`src/rtl/reg_file_alu_pkg.sv`:
```
// -----------------------------------------------------------------------------
// reg_file_alu_pkg
//   Shared types for the register-file / ALU datapath.
//   - alu_op_e    : 3-bit ALU operation encoding
//   - alu_flags_t : packed result flags {zero, carry, neg, ovf}
//   - helpers     : operation-field width, flag reset value, shift-amount width
// -----------------------------------------------------------------------------
package reg_file_alu_pkg;

  localparam int unsigned ALU_OP_W = 3;

  typedef enum logic [ALU_OP_W-1:0] {
    ALU_ADD = 3'd0,
    ALU_SUB = 3'd1,
    ALU_AND = 3'd2,
    ALU_OR  = 3'd3,
    ALU_XOR = 3'd4,
    ALU_SHL = 3'd5,
    ALU_SHR = 3'd6,
    ALU_SLT = 3'd7
  } alu_op_e;

  typedef struct packed {
    logic zero;
    logic carry;
    logic neg;
    logic ovf;
  } alu_flags_t;

  localparam alu_flags_t FLAGS_CLEAR = '0;

  // Number of low B bits used as the shift amount.
  function automatic int unsigned shamt_width(input int unsigned data_w);
    return (data_w > 1) ? $clog2(data_w) : 1;
  endfunction

endpackage

```
`src/rtl/reg_file_alu_pipe_alu_unit.sv`:
```
// -----------------------------------------------------------------------------
// alu_unit
//   Purely combinational 8-operation ALU, arithmetic modulo 2^DATA_W.
//   Ports:
//     i_a      [DATA_W-1:0]  operand A
//     i_b      [DATA_W-1:0]  operand B
//     i_op     alu_op_e      operation select
//     o_result [DATA_W-1:0]  result
//     o_flags  alu_flags_t   {zero, carry, neg, ovf}
//   carry is the carry-out for ADD and NOT-borrow for SUB/SLT (A + ~B + 1);
//   ovf is signed overflow for ADD/SUB only.
// -----------------------------------------------------------------------------
module alu_unit
  import reg_file_alu_pkg::*;
#(
  parameter int unsigned DATA_W = 8
) (
  input  logic [DATA_W-1:0] i_a,
  input  logic [DATA_W-1:0] i_b,
  input  alu_op_e           i_op,
  output logic [DATA_W-1:0] o_result,
  output alu_flags_t        o_flags
);

  localparam int unsigned SH_W = shamt_width(DATA_W);

  logic [DATA_W:0]   w_sum;
  logic [DATA_W:0]   w_diff;
  logic [SH_W-1:0]   w_shamt;
  logic              w_lt;
  logic [DATA_W-1:0] w_res;
  logic              w_carry;
  logic              w_ovf;

  assign w_sum   = {1'b0, i_a} + {1'b0, i_b};
  assign w_diff  = {1'b0, i_a} + {1'b0, ~i_b} + {{DATA_W{1'b0}}, 1'b1};
  assign w_shamt = i_b[SH_W-1:0];
  assign w_lt    = ($signed(i_a) < $signed(i_b));

  always_comb begin
    w_res   = '0;
    w_carry = 1'b0;
    w_ovf   = 1'b0;
    case (i_op)
      ALU_ADD: begin
        w_res   = w_sum[DATA_W-1:0];
        w_carry = w_sum[DATA_W];
        // Same-sign operands producing a different-sign result.
        w_ovf   = (i_a[DATA_W-1] == i_b[DATA_W-1]) &&
                  (w_sum[DATA_W-1] != i_a[DATA_W-1]);
      end
      ALU_SUB: begin
        w_res   = w_diff[DATA_W-1:0];
        w_carry = w_diff[DATA_W];
        // Opposite-sign operands where the result sign differs from A.
        w_ovf   = (i_a[DATA_W-1] != i_b[DATA_W-1]) &&
                  (w_diff[DATA_W-1] != i_a[DATA_W-1]);
      end
      ALU_AND: w_res = i_a & i_b;
      ALU_OR:  w_res = i_a | i_b;
      ALU_XOR: w_res = i_a ^ i_b;
      ALU_SHL: w_res = i_a << w_shamt;
      ALU_SHR: w_res = i_a >> w_shamt;
      ALU_SLT: begin
        w_res[0] = w_lt;
        w_carry  = w_diff[DATA_W];
      end
      default: w_res = '0;
    endcase
  end

  assign o_result      = w_res;
  assign o_flags.zero  = (w_res == '0);
  assign o_flags.carry = w_carry;
  assign o_flags.neg   = w_res[DATA_W-1];
  assign o_flags.ovf   = w_ovf;

endmodule

```
`src/rtl/reg_file_alu_pipe.sv`:
```
// -----------------------------------------------------------------------------
// reg_file_alu_pipe
//   NREGS x DATA_W register file (2 read / 1 write) feeding alu_unit, with a
//   registered execute (EX) stage, write-back and bypass forwarding.
//   Ports:
//     clk, rst_n             clock (rising edge), async active-low reset
//     in_valid               operation presented this cycle
//     ra1, ra2               read addresses for operand A / register operand B
//     wa, we                 write-back address / enable (qualified by in_valid)
//     alu_src                1: B = imm, 0: B = register ra2
//     alu_op                 alu_op_e encoding
//     imm                    immediate operand
//     out_valid              outputs carry a new result (latency 1)
//     alu_result, cpu_out    registered ALU result and operand A
//     zero, carry, neg, ovf  registered flags
//   The EX result is written into the file at the end of the cycle in which
//   it is presented; reads in that same cycle are bypassed from EX, so the
//   pipeline behaves as if each operation wrote back immediately.
// -----------------------------------------------------------------------------
module reg_file_alu_pipe
  import reg_file_alu_pkg::*;
#(
  parameter  int unsigned DATA_W  = 8,
  parameter  int unsigned NREGS   = 16,
  parameter  bit          R0_ZERO = 1'b1,
  localparam int unsigned ADDR_W  = $clog2(NREGS)
) (
  input  logic                clk,
  input  logic                rst_n,
  input  logic                in_valid,
  input  logic [ADDR_W-1:0]   ra1,
  input  logic [ADDR_W-1:0]   ra2,
  input  logic [ADDR_W-1:0]   wa,
  input  logic                we,
  input  logic                alu_src,
  input  logic [ALU_OP_W-1:0] alu_op,
  input  logic [DATA_W-1:0]   imm,
  output logic                out_valid,
  output logic [DATA_W-1:0]   alu_result,
  output logic [DATA_W-1:0]   cpu_out,
  output logic                zero,
  output logic                carry,
  output logic                neg,
  output logic                ovf
);

  // Architectural state
  logic [DATA_W-1:0] r_regs [NREGS];

  // EX stage
  logic              r_out_valid;
  logic [DATA_W-1:0] r_alu_result;
  logic [DATA_W-1:0] r_cpu_out;
  alu_flags_t        r_flags;
  logic [ADDR_W-1:0] r_ex_wa;
  logic              r_ex_we;

  // Read / execute datapath
  logic [DATA_W-1:0] w_rd1;
  logic [DATA_W-1:0] w_rd2;
  logic [DATA_W-1:0] w_b;
  logic [DATA_W-1:0] w_res;
  alu_flags_t        w_flags;
  logic              w_wa_is_r0;
  logic              w_ra1_is_r0;
  logic              w_ra2_is_r0;

  assign w_wa_is_r0  = R0_ZERO && (wa  == '0);
  assign w_ra1_is_r0 = R0_ZERO && (ra1 == '0);
  assign w_ra2_is_r0 = R0_ZERO && (ra2 == '0);

  // Bypass: a pending EX write to the read address wins over the file.
  // r_ex_we is never set for a hardwired-zero R0, so R0 is never forwarded.
  always_comb begin
    w_rd1 = r_regs[ra1];
    if (r_ex_we && (r_ex_wa == ra1)) begin
      w_rd1 = r_alu_result;
    end
    if (w_ra1_is_r0) begin
      w_rd1 = '0;
    end
  end

  always_comb begin
    w_rd2 = r_regs[ra2];
    if (r_ex_we && (r_ex_wa == ra2)) begin
      w_rd2 = r_alu_result;
    end
    if (w_ra2_is_r0) begin
      w_rd2 = '0;
    end
  end

  assign w_b = alu_src ? imm : w_rd2;

  alu_unit #(
    .DATA_W (DATA_W)
  ) u_alu (
    .i_a      (w_rd1),
    .i_b      (w_b),
    .i_op     (alu_op_e'(alu_op)),
    .o_result (w_res),
    .o_flags  (w_flags)
  );

  // Register file write-back from EX.
  always_ff @(posedge clk or negedge rst_n) begin
    if (!rst_n) begin
      r_regs <= '{default: '0};
    end else if (r_ex_we) begin
      r_regs[r_ex_wa] <= r_alu_result;
    end
  end

  // EX pipeline register. Writes to a hardwired-zero R0 are dropped here so
  // the result is still reported but never reaches state or the bypass.
  always_ff @(posedge clk or negedge rst_n) begin
    if (!rst_n) begin
      r_out_valid  <= 1'b0;
      r_alu_result <= '0;
      r_cpu_out    <= '0;
      r_flags      <= FLAGS_CLEAR;
      r_ex_wa      <= '0;
      r_ex_we      <= 1'b0;
    end else begin
      r_out_valid <= in_valid;
      r_ex_we     <= in_valid & we & ~w_wa_is_r0;
      if (in_valid) begin
        r_alu_result <= w_res;
        r_cpu_out    <= w_rd1;
        r_flags      <= w_flags;
        r_ex_wa      <= wa;
      end
    end
  end

  assign out_valid  = r_out_valid;
  assign alu_result = r_alu_result;
  assign cpu_out    = r_cpu_out;
  assign zero       = r_flags.zero;
  assign carry      = r_flags.carry;
  assign neg        = r_flags.neg;
  assign ovf        = r_flags.ovf;

endmodule

```
`config.mk`:
```
export PLATFORM = sky130hd
export DESIGN_NAME = reg_file_alu_pipe
export DESIGN_NICKNAME = d
export VERILOG_FILES = /design/src/rtl/reg_file_alu_pkg.sv /design/src/rtl/reg_file_alu_pipe_alu_unit.sv /design/src/rtl/reg_file_alu_pipe.sv
export SDC_FILE = /design/constraint.sdc
export NUM_CORES = 1
export LEC_CHECK = 0
export ABC_AREA = 1
export ABC_CLOCK_PERIOD_IN_PS = 3650
export CAP_MARGIN = 20
export CORE_MARGIN = 5
export CORE_UTILIZATION = 35
export DETAILED_ROUTE_END_ITERATION = 8
export GPL_TIMING_DRIVEN = 0
export PLACE_DENSITY = 0.48
export SYNTH_ARGS = -nofsm -noshare
export SYNTH_HDL_FRONTEND = slang
export SYNTH_SLANG_ARGS = --single-unit
```
`constraint.sdc`:
```
create_clock -name clk -period 3.65 [get_ports clk]
set_input_delay 0.365 -clock clk [delete_from_list [all_inputs] [get_ports clk]]
set_output_delay 0.365 -clock clk [all_outputs]
set_load 0.02 [all_outputs]
```
==> impl_metrics.py <==
metrics = {
    "logic_synthesis": {
        "ys.flop_type": "dfrtp_1",
        "synth_most_common_cell": "nand2_1",
        "ys_types": 46,
        "synth_top_family_by_area": "simple AND/OR/NAND/NOR gates",
        "muxShareOfSynthArea_pct": 0,
        "synthAdderAreaFrac_pct": 3.32,
        "syn_inst": 1482,
        "synth_top_area_cell": "dfrtp_1",
        "synth_area_mm2": 0.0102,
        "synth-simple-area-share_pct": 29.7,
        "ys_warn_count": 0,
        "async_flop_share_pct": 100,
        "synth-seq-cells": 153,
        "yosysTopAreaCellShare_pct": 37.4,
        "synth-xor-area-share_pct": 0.0856,
        "synth_compound_area_share_pct": 20.2,
        "ys_seq_area_share_pct": 37.4,
        "synth_edf_count": 0,
        "yosys-top-cells-count": "nand2_1 (401), o21ai_0 (230), dfrtp_1 (153)",
        "synth_area_leaders": "dfrtp_1 (37%), nand2_1 (15%), o21ai_0 (11%)",
        "synth.avg_cell_area_um2": 6.91,
        "syn-num-nets": 1536,
    },
    "global_route": {
        "grt_pass1_wl_mm": 63.7,
        "antenna_found_initial": 0,
        "grt_pass1_vias": 10000,
        "grt_max_degree": 115,
        "grt_usage_pct": 25.2,
        "grt-ovfl-total": 0,
    },
    "power_and_ir_drop": {
        "power.internal_w": 0.00379,
        "pwr-share-clk_pct": 30.4,
        "power_density_mw_per_mm2": 502,
        "p_sw_w": 0.00237,
        "max-vdd-ir-drop_mv": 0.318,
        "finalPower_w": 0.00616,
        "seqPwrFrac_pct": 38.6,
        "power_switching_share_pct": 38.5,
        "total_leakage_power_nw": 5.63,
        "combPwrFrac_pct": 31.0,
    },
    "die": {
        "fp-row-count": 62,
        "core_area_mm2": 0.0288,
        "dieWidth_um": 181,
        "io_pins": 49,
        "fp.dieH_um": 181,
        "initial_core_util_pct": 35.6,
        "dieArea_mm2": 0.0328,
    },
    "setup_path": {
        "reg2reg_to": "zero",
        "arrival_ns": 3.84,
        "crit_slowest_cell": "clkdlybuf4s50_1",
        "required_ns": 4.02,
        "reg2reg_depth": 26,
        "start_kind": "primary input",
        "crit_start": "ra1[1]",
        "cp-end-kind": "register",
        "critPathTopFamily": "simple AND/OR/NAND/NOR gates",
        "crit_end": "zero",
        "cp_num_buf_inv": 5,
        "max_stage_delay_ns": 0.46,
        "rr_startpoint": "r_ex_wa[0]",
        "r2r_setup_slack_ns": 0.25,
        "crit_fanout": 6,
        "crit_cells": 25,
        "critical_path_class": "in -> reg",
    },
    "outcome": {
        "outcome": "completed",
    },
    "cts": {
        "clk_pin_slew_ns": 0.07,
        "numCtsBuffers": 17,
        "cts_buffer_depth": 2,
        "tritoncts_num_sinks": 153,
        "insertion_delay_ns": 0.44,
        "cts_tree": "built",
        "cts_root_buf": "clkbuf_16",
        "htreeDepth": 4,
    },
    "layout": {
        "finish.net_count": 1620,
        "fillers": 3003,
        "finalInstanceArea_mm2": 0.0123,
        "final_core_util_pct": 42.6,
        "antenna_cells": 0,
        "syn_to_final_growth_pct": 19.8,
        "layoutNonFillerInstCount": 1963,
        "drive_gt1_share_pct": 12.1,
    },
    "placed_design": {
        "placed_cells": 1912,
        "placed_cell_area_mm2": 0.0112,
        "pre_cts_ws_ns": -1.41,
        "gp_congestion": 0.941,
        "place.port_buffers": 45,
        "hpwlAfterDp_mm": 31.3,
    },
    "drt": {
        "vias": 10800,
        "ant_nets": 0,
        "viasPerCell": 5.51,
        "wl_met1_mm": 19.0,
        "routedWlPerCell_um": 21.5,
        "drc_errors": 0,
        "dr.pass1.iters": 6,
        "wl_met2_mm": 19.0,
        "wl_mm": 42.2,
        "drt_iter0_markers": 1165,
        "wl_met3_mm": 3.14,
        "top_layer": "met4",
    },
    "timing": {
        "hold_viol": 0,
        "finalCriticalPeriod_ns": 3.47,
        "tightest_slew_ns": 0.976,
        "max_freq_ghz": 0.288,
        "grt_setup_unrepaired": "false",
        "setup_violations": 0,
        "timing.final.crit_share_pct": 95.2,
        "setup_ws_ns": 0.175,
        "max-slew-margin-rel_pct": 34.4,
        "maxSlewViolCount": 0,
        "fin_worst_skew_ns": 0.0229,
    },
    "job": {
        "drv_cap": 0,
    },
    "worst_hold_path": {
        "hold_path.class": "in -> async",
    },
}
[per-stage QoR]
step | hold WS, ns | setup TNS, ns
finish | 0.393 | 0
global route | 0.428 | 0
CTS | 0.404 | 0
detailed placement | 0.274 | -11.19
global placement | 0.467 | -710.68
floorplan | 0.0694 | 0
[cell usage in the layout (no fill, tap or decap), types with 6 or more instances in the layout]
cell type | synthesis | layout
o211ai_1 | 28 | 28
inv_1 | 117 | 113
ha_1 | 24 | 19
clkbuf_16 | 0 | 17
inv_2 | 11 | 10
buf_2 | 21 | 11
nand3_1 | 130 | 129
clkdlybuf4s50_1 | 0 | 40
nand2_4 | 9 | 12
nand2_1 | 401 | 398
inv_4 | 1 | 6
nand4_1 | 11 | 11
nand2_2 | 13 | 13
a21oi_1 | 91 | 87
o21ai_0 | 230 | 229
buf_4 | 7 | 31
o22ai_1 | 8 | 8
buf_6 | 10 | 21
clkbuf_1 | 47 | 33
nor2_2 | 7 | 8
nor2_4 | 4 | 6
nor3_1 | 8 | 8
nor2_1 | 111 | 108
dfrtp_1 | 153 | 149
o21ai_1 | 6 | 7
[worst min-delay path by stage]
| stage | slack [ns] | endpoint | startpoint | depth (start not counted) |
|---|---|---|---|---|
| floorplan | 0.07 | alu_result[0] | rst_n | 0 |
| global placement | 0.47 | r_regs[33] | r_regs[33] | 2 |
| detailed placement | 0.27 | r_regs[10] | rst_n | 1 |
| CTS | 0.40 | r_regs[10] | rst_n | 2 |
| global route | 0.43 | r_regs[10] | rst_n | 2 |
| finish | 0.39 | r_regs[9] | rst_n | 2 |
[state kept, by name (all words and copies together), names as in the netlist, 4 cells and up]
| name | flops |
|---|---|
| alu_result | 8 |
| r_regs | 128 |
| cpu_out | 8 |
| r_ex_wa | 4 |
[power groups by stage]
stage                     Clock, W  Sequential [W]  Combinational (W)
after floorplan                  0         0.00234            0.00114
after global placement           0         0.00239            0.00179
after detailed placement         0         0.00239            0.00181
after CTS                  0.00188         0.00237            0.00185
after global routing       0.00197         0.00242            0.00212
final                      0.00187         0.00238            0.00191
[layer usage]
layer	track usage (%)	up-vias
li1	-	5074
met1	36.1	5216
met2	39.9	464
met3	3.76	62
met4	6.84	0
met5	0	-
[final cells by class]
class	count	area [µm²]	share of cell area, %
plain buffers	82	568	4.63
clock inverters	13	160	1.31
repair buffers	70	664	5.42
flip-flops and latches	153	3830	31.3
inverters	130	504	4.11
clock buffers	19	443	3.61
well taps	384	480	3.92
multi-input cells	1112	5610	45.7
[cells by family (layout without fill, tap and decap cells)]
group | count (synthesis) | count (layout)
AO/OA/AOI/OAI | 382 | 382
AND/OR/NAND/NOR | 703 | 703
buffers and inverters | 217 | 314
XOR/XNOR | 1 | 1
adder cells (fa/ha/maj) | 26 | 26
flip-flops | 153 | 153
[what timing repair did]
item | CTS | global route
setup buffers | 4 | 16
endpoints found under the setup margin | 10 | 9
endpoints found under the hold margin | 39 | 0
hold buffers | 1 | 0
pin swaps | 3 | 10
cloned | 0 | 1
resized for setup | 55 | 47
Power figures use the tool's default switching activity.
